## config.mk

```make
export PLATFORM = sky130hd
export DESIGN_NAME = byte_mask_mem_initiator
export DESIGN_NICKNAME = d
export VERILOG_FILES = /design/src/rtl/byte_mask_mem_initiator.sv
export SDC_FILE = /design/constraint.sdc
export NUM_CORES = 1
export LEC_CHECK = 0
export ABC_AREA = 1
export CAP_MARGIN = 5
export CORE_UTILIZATION = 30
export CTS_BUF_LIST = sky130_fd_sc_hd__clkbuf_16
export CTS_CLUSTER_DIAMETER = 100
export DETAILED_ROUTE_END_ITERATION = 10
export GPL_ROUTABILITY_DRIVEN = 0
export SLEW_MARGIN = 0
export SYNTH_ARGS = -nofsm -noshare
export SYNTH_HDL_FRONTEND = slang
export SYNTH_SLANG_ARGS = --single-unit
```

## constraint.sdc

```tcl
create_clock -name clk -period 4.7 [get_ports clk]
set_clock_uncertainty 0.2 [all_clocks]
set_input_delay 0.94 -clock clk [delete_from_list [all_inputs] [get_ports clk]]
set_output_delay 0.94 -clock clk [all_outputs]
set_load 0.05 [all_outputs]
```

## src/rtl/byte_mask_mem_initiator.sv

```systemverilog
// -----------------------------------------------------------------------------
// byte_mask_mem_initiator
//
// Initiator side of a byte-strobed synchronous memory interface. Upstream
// load/store requests (byte address, size, signed flag) are turned into
// word-addressed, byte-strobed memory accesses. Read beats are realigned and
// sign/zero-extended. Misaligned or reserved-size requests are answered with
// an error response and never reach memory. A small in-order tracking FIFO
// pairs each memory beat with the request that caused it.
//
// Optional feature macro: BMI_WRITE_ACK_EN
//   defined   : every store also produces an upstream response (data 0, err 0)
//   undefined : store beats are consumed silently
//
// Ports
//   clk, rst              clock, synchronous active-high reset
//   req_valid/req_ready   upstream request handshake
//   req_we                1 = store, 0 = load
//   req_size              0 byte, 1 half, 2 word, 3 reserved
//   req_signed            sign-extend load result
//   req_baddr             byte address (ADDRW+2 bits)
//   req_wdata             right-aligned store data
//   rsp_valid/rsp_ready   upstream response handshake (rsp_* registered)
//   rsp_data, rsp_err     aligned/extended load data, error flag
//   avalid/aready         memory request handshake
//   awren, astrb          memory write enable and byte strobes
//   aaddr, adata          memory word address and lane-replicated store data
//   rvalid/rready, rdata  memory response handshake and read data
// -----------------------------------------------------------------------------
module byte_mask_mem_initiator #(
  parameter int DATAW       = 32,
  parameter int ADDRW       = 7,
  parameter int OUTSTANDING = 2
) (
  input  logic               clk,
  input  logic               rst,
  // upstream request
  input  logic               req_valid,
  output logic               req_ready,
  input  logic               req_we,
  input  logic [1:0]         req_size,
  input  logic               req_signed,
  input  logic [ADDRW+1:0]   req_baddr,
  input  logic [DATAW-1:0]   req_wdata,
  // upstream response
  output logic               rsp_valid,
  input  logic               rsp_ready,
  output logic [DATAW-1:0]   rsp_data,
  output logic               rsp_err,
  // memory request
  output logic               avalid,
  input  logic               aready,
  output logic               awren,
  output logic [DATAW/8-1:0] astrb,
  output logic [ADDRW-1:0]   aaddr,
  output logic [DATAW-1:0]   adata,
  // memory response
  input  logic               rvalid,
  output logic               rready,
  input  logic [DATAW-1:0]   rdata
);

  localparam int STRBW = DATAW / 8;
  localparam int PTRW  = (OUTSTANDING > 1) ? $clog2(OUTSTANDING) : 1;
  localparam int CNTW  = $clog2(OUTSTANDING + 1);
  localparam logic [CNTW-1:0] DEPTH    = CNTW'(OUTSTANDING);
  localparam logic [PTRW-1:0] PTR_LAST = PTRW'(OUTSTANDING - 1);

  typedef enum logic [1:0] {
    KIND_READ  = 2'd0,
    KIND_WRITE = 2'd1,
    KIND_ERR   = 2'd2
  } kind_t;

  typedef struct packed {
    kind_t      kind;
    logic [1:0] size;
    logic       sgn;
    logic [1:0] off;
  } entry_t;

  // ---------------------------------------------------------------------------
  // Tracking FIFO storage and state
  // ---------------------------------------------------------------------------
  entry_t          fifo_mem [OUTSTANDING];
  logic [PTRW-1:0] wr_ptr_reg;
  logic [PTRW-1:0] rd_ptr_reg;
  logic [CNTW-1:0] count_reg;

  logic            fifo_full;
  logic            fifo_empty;
  entry_t          head;

  // Full is derived from registered state only, so req_ready never sees a
  // combinational path from this cycle's pop.
  assign fifo_full  = (count_reg == DEPTH);
  assign fifo_empty = (count_reg == '0);
  assign head       = fifo_mem[rd_ptr_reg];

  // ---------------------------------------------------------------------------
  // Response register
  // ---------------------------------------------------------------------------
  logic             rsp_valid_reg;
  logic [DATAW-1:0] rsp_data_reg;
  logic             rsp_err_reg;

  logic             rsp_free;
  logic             rsp_load;
  logic [DATAW-1:0] rsp_load_data;
  logic             rsp_load_err;

  // Free when empty or being drained this cycle; load and drain may overlap.
  assign rsp_free = !rsp_valid_reg || rsp_ready;

  // ---------------------------------------------------------------------------
  // Request decode (combinational, zero latency)
  // ---------------------------------------------------------------------------
  logic [1:0] off;
  logic       aligned;
  logic       push;
  entry_t     push_entry;

  assign off = req_baddr[1:0];

  always_comb begin
    aligned = 1'b0;
    astrb   = '0;
    adata   = req_wdata;
    case (req_size)
      2'd0: begin
        aligned = 1'b1;
        astrb   = STRBW'(1) << off;
        adata   = {(DATAW/8){req_wdata[7:0]}};
      end
      2'd1: begin
        aligned = !off[0];
        astrb   = STRBW'(3) << off;
        adata   = {(DATAW/16){req_wdata[15:0]}};
      end
      2'd2: begin
        aligned = (off == 2'd0);
        astrb   = '1;
        adata   = req_wdata;
      end
      default: begin
        // Reserved size: never aligned, never issued to memory.
        aligned = 1'b0;
        astrb   = '0;
        adata   = req_wdata;
      end
    endcase
  end

  // Misaligned requests only need FIFO space; aligned ones also need memory.
  assign avalid    = !rst && req_valid && aligned && !fifo_full;
  assign req_ready = !rst && !fifo_full && (aligned ? aready : 1'b1);
  assign awren     = req_we;
  assign aaddr     = req_baddr[ADDRW+1:2];
  assign push      = req_valid && req_ready;

  always_comb begin
    push_entry.size = req_size;
    push_entry.sgn  = req_signed;
    push_entry.off  = off;
    if (!aligned) begin
      push_entry.kind = KIND_ERR;
    end else if (req_we) begin
      push_entry.kind = KIND_WRITE;
    end else begin
      push_entry.kind = KIND_READ;
    end
  end

  // ---------------------------------------------------------------------------
  // Read data realignment and extension for the head entry
  // ---------------------------------------------------------------------------
  logic [DATAW-1:0] shifted;
  logic [DATAW-1:0] extended;

  always_comb begin
    shifted  = rdata >> {head.off, 3'b000};
    extended = shifted;
    case (head.size)
      2'd0: extended = head.sgn ? {{(DATAW-8){shifted[7]}}, shifted[7:0]}
                                : {{(DATAW-8){1'b0}}, shifted[7:0]};
      2'd1: extended = head.sgn ? {{(DATAW-16){shifted[15]}}, shifted[15:0]}
                                : {{(DATAW-16){1'b0}}, shifted[15:0]};
      default: extended = shifted;
    endcase
  end

  // ---------------------------------------------------------------------------
  // Head processing: strictly in order, at most one retirement per cycle
  // ---------------------------------------------------------------------------
  logic pop;

  always_comb begin
    rready        = 1'b0;
    pop           = 1'b0;
    rsp_load      = 1'b0;
    rsp_load_data = '0;
    rsp_load_err  = 1'b0;
    if (!rst && !fifo_empty) begin
      case (head.kind)
        KIND_READ: begin
          rready = rsp_free;
          if (rvalid && rsp_free) begin
            pop           = 1'b1;
            rsp_load      = 1'b1;
            rsp_load_data = extended;
          end
        end
        KIND_WRITE: begin
`ifdef BMI_WRITE_ACK_EN
          // Write ack needs the response register, so back-pressure the beat.
          rready = rsp_free;
          if (rvalid && rsp_free) begin
            pop      = 1'b1;
            rsp_load = 1'b1;
          end
`else
          // Write beat carries nothing upstream; always swallow it.
          rready = 1'b1;
          if (rvalid) begin
            pop = 1'b1;
          end
`endif
        end
        default: begin
          // Error entry: no memory beat to wait for, only a free response slot.
          if (rsp_free) begin
            pop          = 1'b1;
            rsp_load     = 1'b1;
            rsp_load_err = 1'b1;
          end
        end
      endcase
    end
  end

  // ---------------------------------------------------------------------------
  // Sequential state
  // ---------------------------------------------------------------------------
  // Storage array has no reset; validity is tracked by count/pointers.
  always_ff @(posedge clk) begin
    if (push) begin
      fifo_mem[wr_ptr_reg] <= push_entry;
    end
  end

  always_ff @(posedge clk) begin
    if (rst) begin
      wr_ptr_reg <= '0;
      rd_ptr_reg <= '0;
      count_reg  <= '0;
    end else begin
      if (push) begin
        wr_ptr_reg <= (wr_ptr_reg == PTR_LAST) ? '0 : wr_ptr_reg + 1'b1;
      end
      if (pop) begin
        rd_ptr_reg <= (rd_ptr_reg == PTR_LAST) ? '0 : rd_ptr_reg + 1'b1;
      end
      case ({push, pop})
        2'b10:   count_reg <= count_reg + 1'b1;
        2'b01:   count_reg <= count_reg - 1'b1;
        default: count_reg <= count_reg;
      endcase
    end
  end

  always_ff @(posedge clk) begin
    if (rst) begin
      rsp_valid_reg <= 1'b0;
      rsp_data_reg  <= '0;
      rsp_err_reg   <= 1'b0;
    end else if (rsp_load) begin
      rsp_valid_reg <= 1'b1;
      rsp_data_reg  <= rsp_load_data;
      rsp_err_reg   <= rsp_load_err;
    end else if (rsp_ready) begin
      rsp_valid_reg <= 1'b0;
    end
  end

  assign rsp_valid = rsp_valid_reg;
  assign rsp_data  = rsp_data_reg;
  assign rsp_err   = rsp_err_reg;

endmodule

```

==> metrics.txt, run 1 <==
synthesized area per cell=6.74 sq um; Die ar.=12000 sq um; CTS buffer count=5; crit-path max cell delay=0.77 ns; Bufs and invs on worst path=2; Logic pwr share=37.7%; DRC=0; register area share after synthesis=34.8%; Crit. End Element=output port; Final ANT Viol Nets=0; max-slew violations=0; Top FF cell, synth=dfxtp_1; initial drt markers=180; Initial Util=31.3%; WL met2=5350 microns; # Max-Cap Violations=0; CP max stage cell=nor2_1; vias in the first global route=3579; Flop pwr share=36.4%; area delta synth->final=49.6%; WL/cell=14.0 microns; fraction of layout cells with a size suffix above 1=12.7%; CP Launch Point=req_size[1]; VDD IR max=0.128 mV; hold buffers post-CTS=0; Total Routing Usage GR=18.0%; most frequent cell after synthesis=nand2_1; clock transition at the registers of the reported paths=0.07 ns; Resized cells post-CTS=0; Cell variety after synth=31; Core Area=11000 sq um; DR WL met3=790 microns; clock insertion delay at the later pin of the skew report=0.29 ns; Clock Path Buffers=2; IO buf count=149; Die W=109 microns; Post-Syn Nets=597; CP Data Arrival Time=2.97 ns; final hold slack=0.263 ns; final period utilization=87.4%; kind of critical path=in2out; total grt overflow=0; Worst Hold Launch=rd_ptr_reg; flops & latches, synth=53; Final min period=4.11 ns; Worst Tran Pin Value=0.932 ns; clock share of power=25.8%; fraction of registers with async set/reset=0%; root buffer cell=clkbuf_16; Mapped Cells=513; Fmax=0.244 GHz; DR vias/cell=4.87; Synth area leaders=dfxtp_1, nand2_1, edfxtp_1; critical-path maximum fanout=18; Hold Violations, Final=0; initial antenna violation count=0; nets@finish=714; H-Tree Depth=2; Final Non-Filler Cells=771; Sw Share=35.3%; Site Rows=38; CTS tree=built; Die Y=109 microns; top-area cell type share of the netlist area=22.6%; Post-Route WL=10800 microns; setup bufs post-CTS=0; PwrDens=262 nW/um^2; max reg flops=32; maximum number of pins on one net before global-route repair=34; Ys Warns=0; DRT Pass-1 Iters=4; # diodes=0; RSZ-0062 raised after global routing=false; Top Family by Delay on Critical Path=simple AND/OR/NAND/NOR gates; clock sinks=53; total net switching power=0.000479 W; CP required=3.56 ns; Final setup viols=0; Metal-1 WL=4450 microns; HP Class=reg2reg; P_int=0.000877 W; slew margin rel.=37.7%; synth cell count leaders=nand2_1, nand3_1, a21oi_1; io pins=164; total number of vias=3754; Netlist Area Pre-Place=3460 sq um; post-DP HPWL=8340 microns; Critical Path, Cell by Cell=clkdlybuf4s50_1 > nor2_1 > nand2_1 > o211ai_1 > buf_12; Synth area leader=dfxtp_1; Worst Setup Start Kind=input port; first-pass GRT wire length=16800 microns; DR top layer=met4; EDFF count, synth=14; Inst Count DP=763; setup TNS=0 ns; leakage power=2.14 nW; status=completed
stage by stage:
step           setup slack, ns  utilization [%]  cell area (sq um)  total power (W)
6_report                 0.593             46.9               5170          0.00136
3_5_place_dp             0.615             45.6               5030          0.00101
3_3_place_gp             0.676             45.6               5030          0.00101
5_1_grt                  0.408             46.9               5170          0.00143
2_1_floorplan            0.576                -               3460         0.000840
4_1_cts                  0.615             46.9               5170          0.00137
per-layer routing:
layer  vias up  global-route usage, %
li1       1881                      -
met1      1715                   20.9
met2       143                   32.9
met3        15                   4.39
met4         0                   4.76
met5         -                      0
area by class of cell:
cell class | count | area, sq um
Fill cell | 1121 | 5860
Multi-Input combinational cell | 368 | 1760
Timing Repair Buffer | 153 | 1710
Sequential cell | 53 | 1200
Inverter | 49 | 184
Tap cell | 140 | 175
Clock buffer | 5 | 125
Clock inverter | 3 | 15.0
cell usage in the layout (no fill, tap or decap), drive strengths merged, types with 2 or more instances in the layout:
cell type and instances:
buf 35, o21ai 40, nand3 55, o31ai 2, inv 49, nor2 21, o211ai 5, clkbuf 5
edfxtp 14, nand2 184, clkinv 2, clkdlybuf4s50 118, dfxtp 39, a21oi 55
kinds of logic after synthesis:
| logic type | count (synthesis) | share of synthesized area [%] |
|---|---|---|
| AND/OR/NAND/NOR | 263 | 33.5 |
| AO/OA/AOI/OAI | 104 | 17.2 |
| buffers and inverters | 92 | 14.2 |
| flip-flops | 53 | 34.8 |
| adder cells (fa/ha/maj) | 1 | 0.362 |
power by group through the flow:
stage	clock network, W	registers (W)	logic [W]
floorplan	0	0.000518	0.000322
global placement	0	0.000504	0.000507
detailed placement	0	0.000504	0.000510
CTS	0.000362	0.000494	0.000513
global route	0.000380	0.000496	0.000550
finish	0.000351	0.000494	0.000512
final timing paths:
path | end | slack (ns) | cells past startpoint
max | adata[27] | 0.59 | 5
min | rd_ptr_reg | 0.26 | 1
max reg2reg | rsp_data[18] | 1.79 | 9
min reg2reg | rd_ptr_reg | 0.26 | 1
Note: power is estimated with default switching activity, not from simulation.
==> run 2: changes to the inputs <==
CORE_MARGIN = 8   (was unset)
==> run 2 against run 1 <==
Net effect: register-to-register slack improved by 0.12 ns; final cell count rose by 0.39%; critical path depth did not move; global-route usage fell by 3.2 points; largest power group unchanged; setup slack got worse by 0.22 ns; critical path type unchanged; fmax fell by 5.0%; utilization fell by 1.2 points; sequential share of layout area barely moved.
==> metrics.txt, run 2 (synthesized netlist as in run 1, its figures left out) <==
Total Routing Usage GR=14.9%; H-Tree Depth=2; CP Data Arrival Time=3.18 ns; leakage power=2.13 nW; nets@finish=714; r2r setup slk=1.91 ns; max-slew violations=0; Die Y=123 microns; maximum number of pins on one net before global-route repair=34; setup bufs post-CTS=0; kind of critical path=in2out; post-DP HPWL=9340 microns; initial drt markers=212; # Max-Cap Violations=0; vias in the first global route=3666; Worst Tran Pin Value=1.19 ns; crit-path max cell delay=0.87 ns; CTS tree=built; status=completed; fraction of layout cells with a size suffix above 1=12.4%; first-pass GRT wire length=18200 microns; Site Rows=39; Core Area=11300 sq um; area delta synth->final=49.6%; hold buffers post-CTS=0; Critical Path, Cell by Cell=clkdlybuf4s50_1 > clkinv_1 > nand2_1 > nand2_1 > clkdlybuf4s50_1; WL/cell=14.9 microns; critical-path maximum fanout=21; RSZ-0062 raised after global routing=false; Hold Violations, Final=0; HP Class=reg2reg; clock sinks=53; CP required=3.56 ns; DRT Pass-1 Iters=4; Top Family by Delay on Critical Path=buffers and inverters; Design Power=0.00137 W; Initial Util=30.5%; most frequent cells in the layout=nand2_1, clkdlybuf4s50_1, nand3_1; Die W=123 microns; CP max stage cell=clkdlybuf4s50_1; Clock Path Buffers=2; io pins=164; Final setup viols=0; initial antenna violation count=0; Bufs and invs on worst path=3; Worst Setup Start Kind=input port; DRC=0; Fmax=0.231 GHz; Post-Route WL=11500 microns; # diodes=0; max reg flops=32; commonest non-fill, non-tap cell in the layout=nand2_1; DR vias/cell=4.80; PwrDens=266 nW/um^2; clock transition at the registers of the reported paths=0.07 ns; IO buf count=149; slew margin rel.=20.6%; VDD IR max=0.155 mV; final period utilization=92.0%; root buffer cell=clkbuf_16; setup TNS=0 ns; Crit. End Element=output port; total number of vias=3715; CTS buffer count=5; clock insertion delay at the later pin of the skew report=0.29 ns; total grt overflow=0; Resized cells post-CTS=0; Die ar.=15200 sq um; Final min period=4.32 ns; Final ANT Viol Nets=0
-- run 2: cell count changes in the layout (fill, tap and decap cells not counted), sizes merged --
cell,previous run,this run
clkinvlp,1,0
inv,49,51
clkinv,2,1
buf,35,31
clkdlybuf4s50,118,122
-- run 2: per-stage QoR --
stage          area, sq um  std cells  worst slack (ns)  hold WS (ns)  util, %
2_1_floorplan         3460        513             0.576         0.225        -
3_3_place_gp          5020        766             0.416         0.235     44.3
3_5_place_dp          5020        766             0.358         0.240     44.3
4_1_cts               5170        774             0.351         0.251     45.7
5_1_grt               5170        774             0.162         0.280     45.7
6_report              5170        774             0.378         0.255     45.7
-- run 2: area by class of cell --
cell class,instances,area [sq um]
timing repair buffer,153,1690
clock buffer,5,125
tap,143,179
multi-input combinational,368,1760
sequential,53,1200
clock inverter,3,23.8
inverter,49,184
fill,1182,6150
-- run 2: worst register-to-register path, cell delays in order, from the launching register on --
cell and delay, ns:
dfxtp_1 0.62, inv_2 0.16, nand2_1 0.15, nand2_1 0.50
nand2_1 0.25, nand3_1 0.16, nand3_4 0.18, nand3_4 0.23
nand2_1 0.14, a21oi_1 0.06
-- run 2: path summary, 6_finish.rpt --
check,startpoint,end,cells after the start
worst max-delay path,req_size[1],adata[16],5
worst min-delay path,rd_ptr_reg,rd_ptr_reg,1
worst max register to register,flop,rsp_data[17],9
worst min register to register,rd_ptr_reg,rd_ptr_reg,1
-- run 2: layer usage --
layer	vias up	wire length [microns]	global-route usage, %
met3	10	1400	6.89
met2	151	5610	26.1
met4	0	112	3.24
met1	1675	4430	16.1
li1	1879	-	-
met5	-	0	0
-- run 2: power by group --
group	switching, W	internal [W]
logic	0.000309	0.000198
registers	0.0000109	0.000483
clock network	0.000171	0.000202
total	0.000491	0.000882
==> run 3: changes to the inputs <==
CORE_MARGIN = 2   (was 8)
==> run 3 against run 2 <==
Net effect: utilization decreased by 0.055 points; sequential share of layout area about the same; highest routed layer unchanged; first-iteration DRC count decreased by 19%; clock power decreased by 2%; non-clock buffer count unchanged.
==> metrics.txt, run 3 (synthesized netlist as in run 1, its figures left out) <==
Post-Route WL=10900 microns; vias in the first global route=3759; initial antenna violation count=0; worst hold stages=1; Die W=111 microns; CP Data Arrival Time=2.88 ns; Worst Tran Pin Value=0.955 ns; clock sinks=53; io pins=164; clock insertion delay at the later pin of the skew report=0.29 ns; register area=1200 sq um; max reg flops=32; kind of critical path=in2out; HP Class=reg2reg; Hold Violations, Final=0; post-DP HPWL=8640 microns; reg-to-reg endpoint=rsp_data[17]; Initial Util=30.5%; Inst Count DP=766; Crit. End Element=output port; WL/cell=14.1 microns; Worst Hold Launch=rd_ptr_reg; total number of vias=3738; H-Tree Depth=2; fraction of layout cells with a size suffix above 1=12.2%; Total Routing Usage GR=17.6%; Resized cells post-CTS=0; final worst setup slack=0.682 ns; Fmax=0.249 GHz; total grt overflow=0; VDD IR max=0.140 mV; DRT Pass-1 Iters=4; CP required=3.56 ns; # Max-Cap Violations=0; FILL cells=1180; area delta synth->final=49.4%; first-pass GRT wire length=17800 microns; IO buf count=149; slew margin rel.=36.3%; status=completed; initial drt markers=171; Final min period=4.02 ns; hold buffers post-CTS=0; Worst Setup Start Kind=input port; clock transition at the registers of the reported paths=0.07 ns; CTS buffer count=5; critical-path maximum fanout=29; Final Non-Filler Cells=774; # diodes=0; most frequent cells in the layout=nand2_1, clkdlybuf4s50_1, nand3_1; root buffer cell=clkbuf_16; Final ANT Viol Nets=0; area of the multi-input gates=1760 sq um; DP Area=5020 sq um; DRC=0; nets@finish=714; setup TNS=0 ns; Core Area=11300 sq um; Site Rows=39; max-slew violations=0; Die Y=111 microns; PwrDens=265 nW/um^2; r2r setup slk=1.94 ns; commonest non-fill, non-tap cell in the layout=nand2_1; Die ar.=12400 sq um; final instance area=5160 sq um; CTS tree=built; worst r2r path cells=9; DP Worst Slack=0.654 ns; leakage power=2.13 nW; DR vias/cell=4.83; Clock Path Buffers=2; RSZ-0062 raised after global routing=false; maximum number of pins on one net before global-route repair=34; Final setup viols=0; final period utilization=85.5%; Worst Hold Path EP=rd_ptr_reg; setup bufs post-CTS=0
## run 3: cell count changes in the layout (fill, tap and decap cells not counted)
cell	previous run	this run
inv_4	2	0
inv_6	0	1
inv_8	1	0
clkinv_2	0	1
inv_1	44	45
## run 3: area by class of cell
type / instances / area share (%)
clock buffers: 5 / 2.42
clock inverters: 3 / 0.339
inverters: 49 / 3.56
multi-input cells: 368 / 34.2
flip-flops and latches: 53 / 23.3
well taps: 143 / 3.47
repair buffers: 153 / 32.8
## run 3: power by group
part / switching, W / internal, W
clock: 0.000169 / 0.000197
sequential: 0.0000109 / 0.000483
combinational: 0.000309 / 0.000198
## run 3: worst max-delay path, stage by stage
cell and delay, ns:
clkdlybuf4s50_1 0.45, buf_4 0.26, clkinv_1 0.33, nand2_1 0.13, nand2_1 0.05, clkdlybuf4s50_1 0.70
## run 3: per-layer routing
layer  vias to the layer above  part of all wire, %  global-route usage, %
li1                       1877                    -                      -
met1                      1680                   38                   19.1
met2                       162                   51                   33.2
met3                        19                  7.8                   4.35
met4                         0                  2.4                   5.93
met5                         -                    0                      0
## run 3: worst max-delay path by stage
stage / cells after the start / to / from
after floorplan: 2 / astrb[2] / req_size[1]
after global placement: 6 / adata[17] / req_size[1]
after detailed placement: 6 / adata[22] / req_size[1]
after CTS: 6 / adata[22] / req_size[1]
after global routing: 6 / adata[22] / req_size[1]
final: 6 / adata[17] / req_size[1]
## run 3: through the flow
step / power (W) / util [%] / hold WS, ns
floorplan: 0.000840 / - / 0.225
global placement: 0.00101 / 44.3 / 0.236
detailed placement: 0.00101 / 44.3 / 0.246
CTS: 0.00138 / 45.6 / 0.256
global route: 0.00143 / 45.6 / 0.275
finish: 0.00137 / 45.6 / 0.256
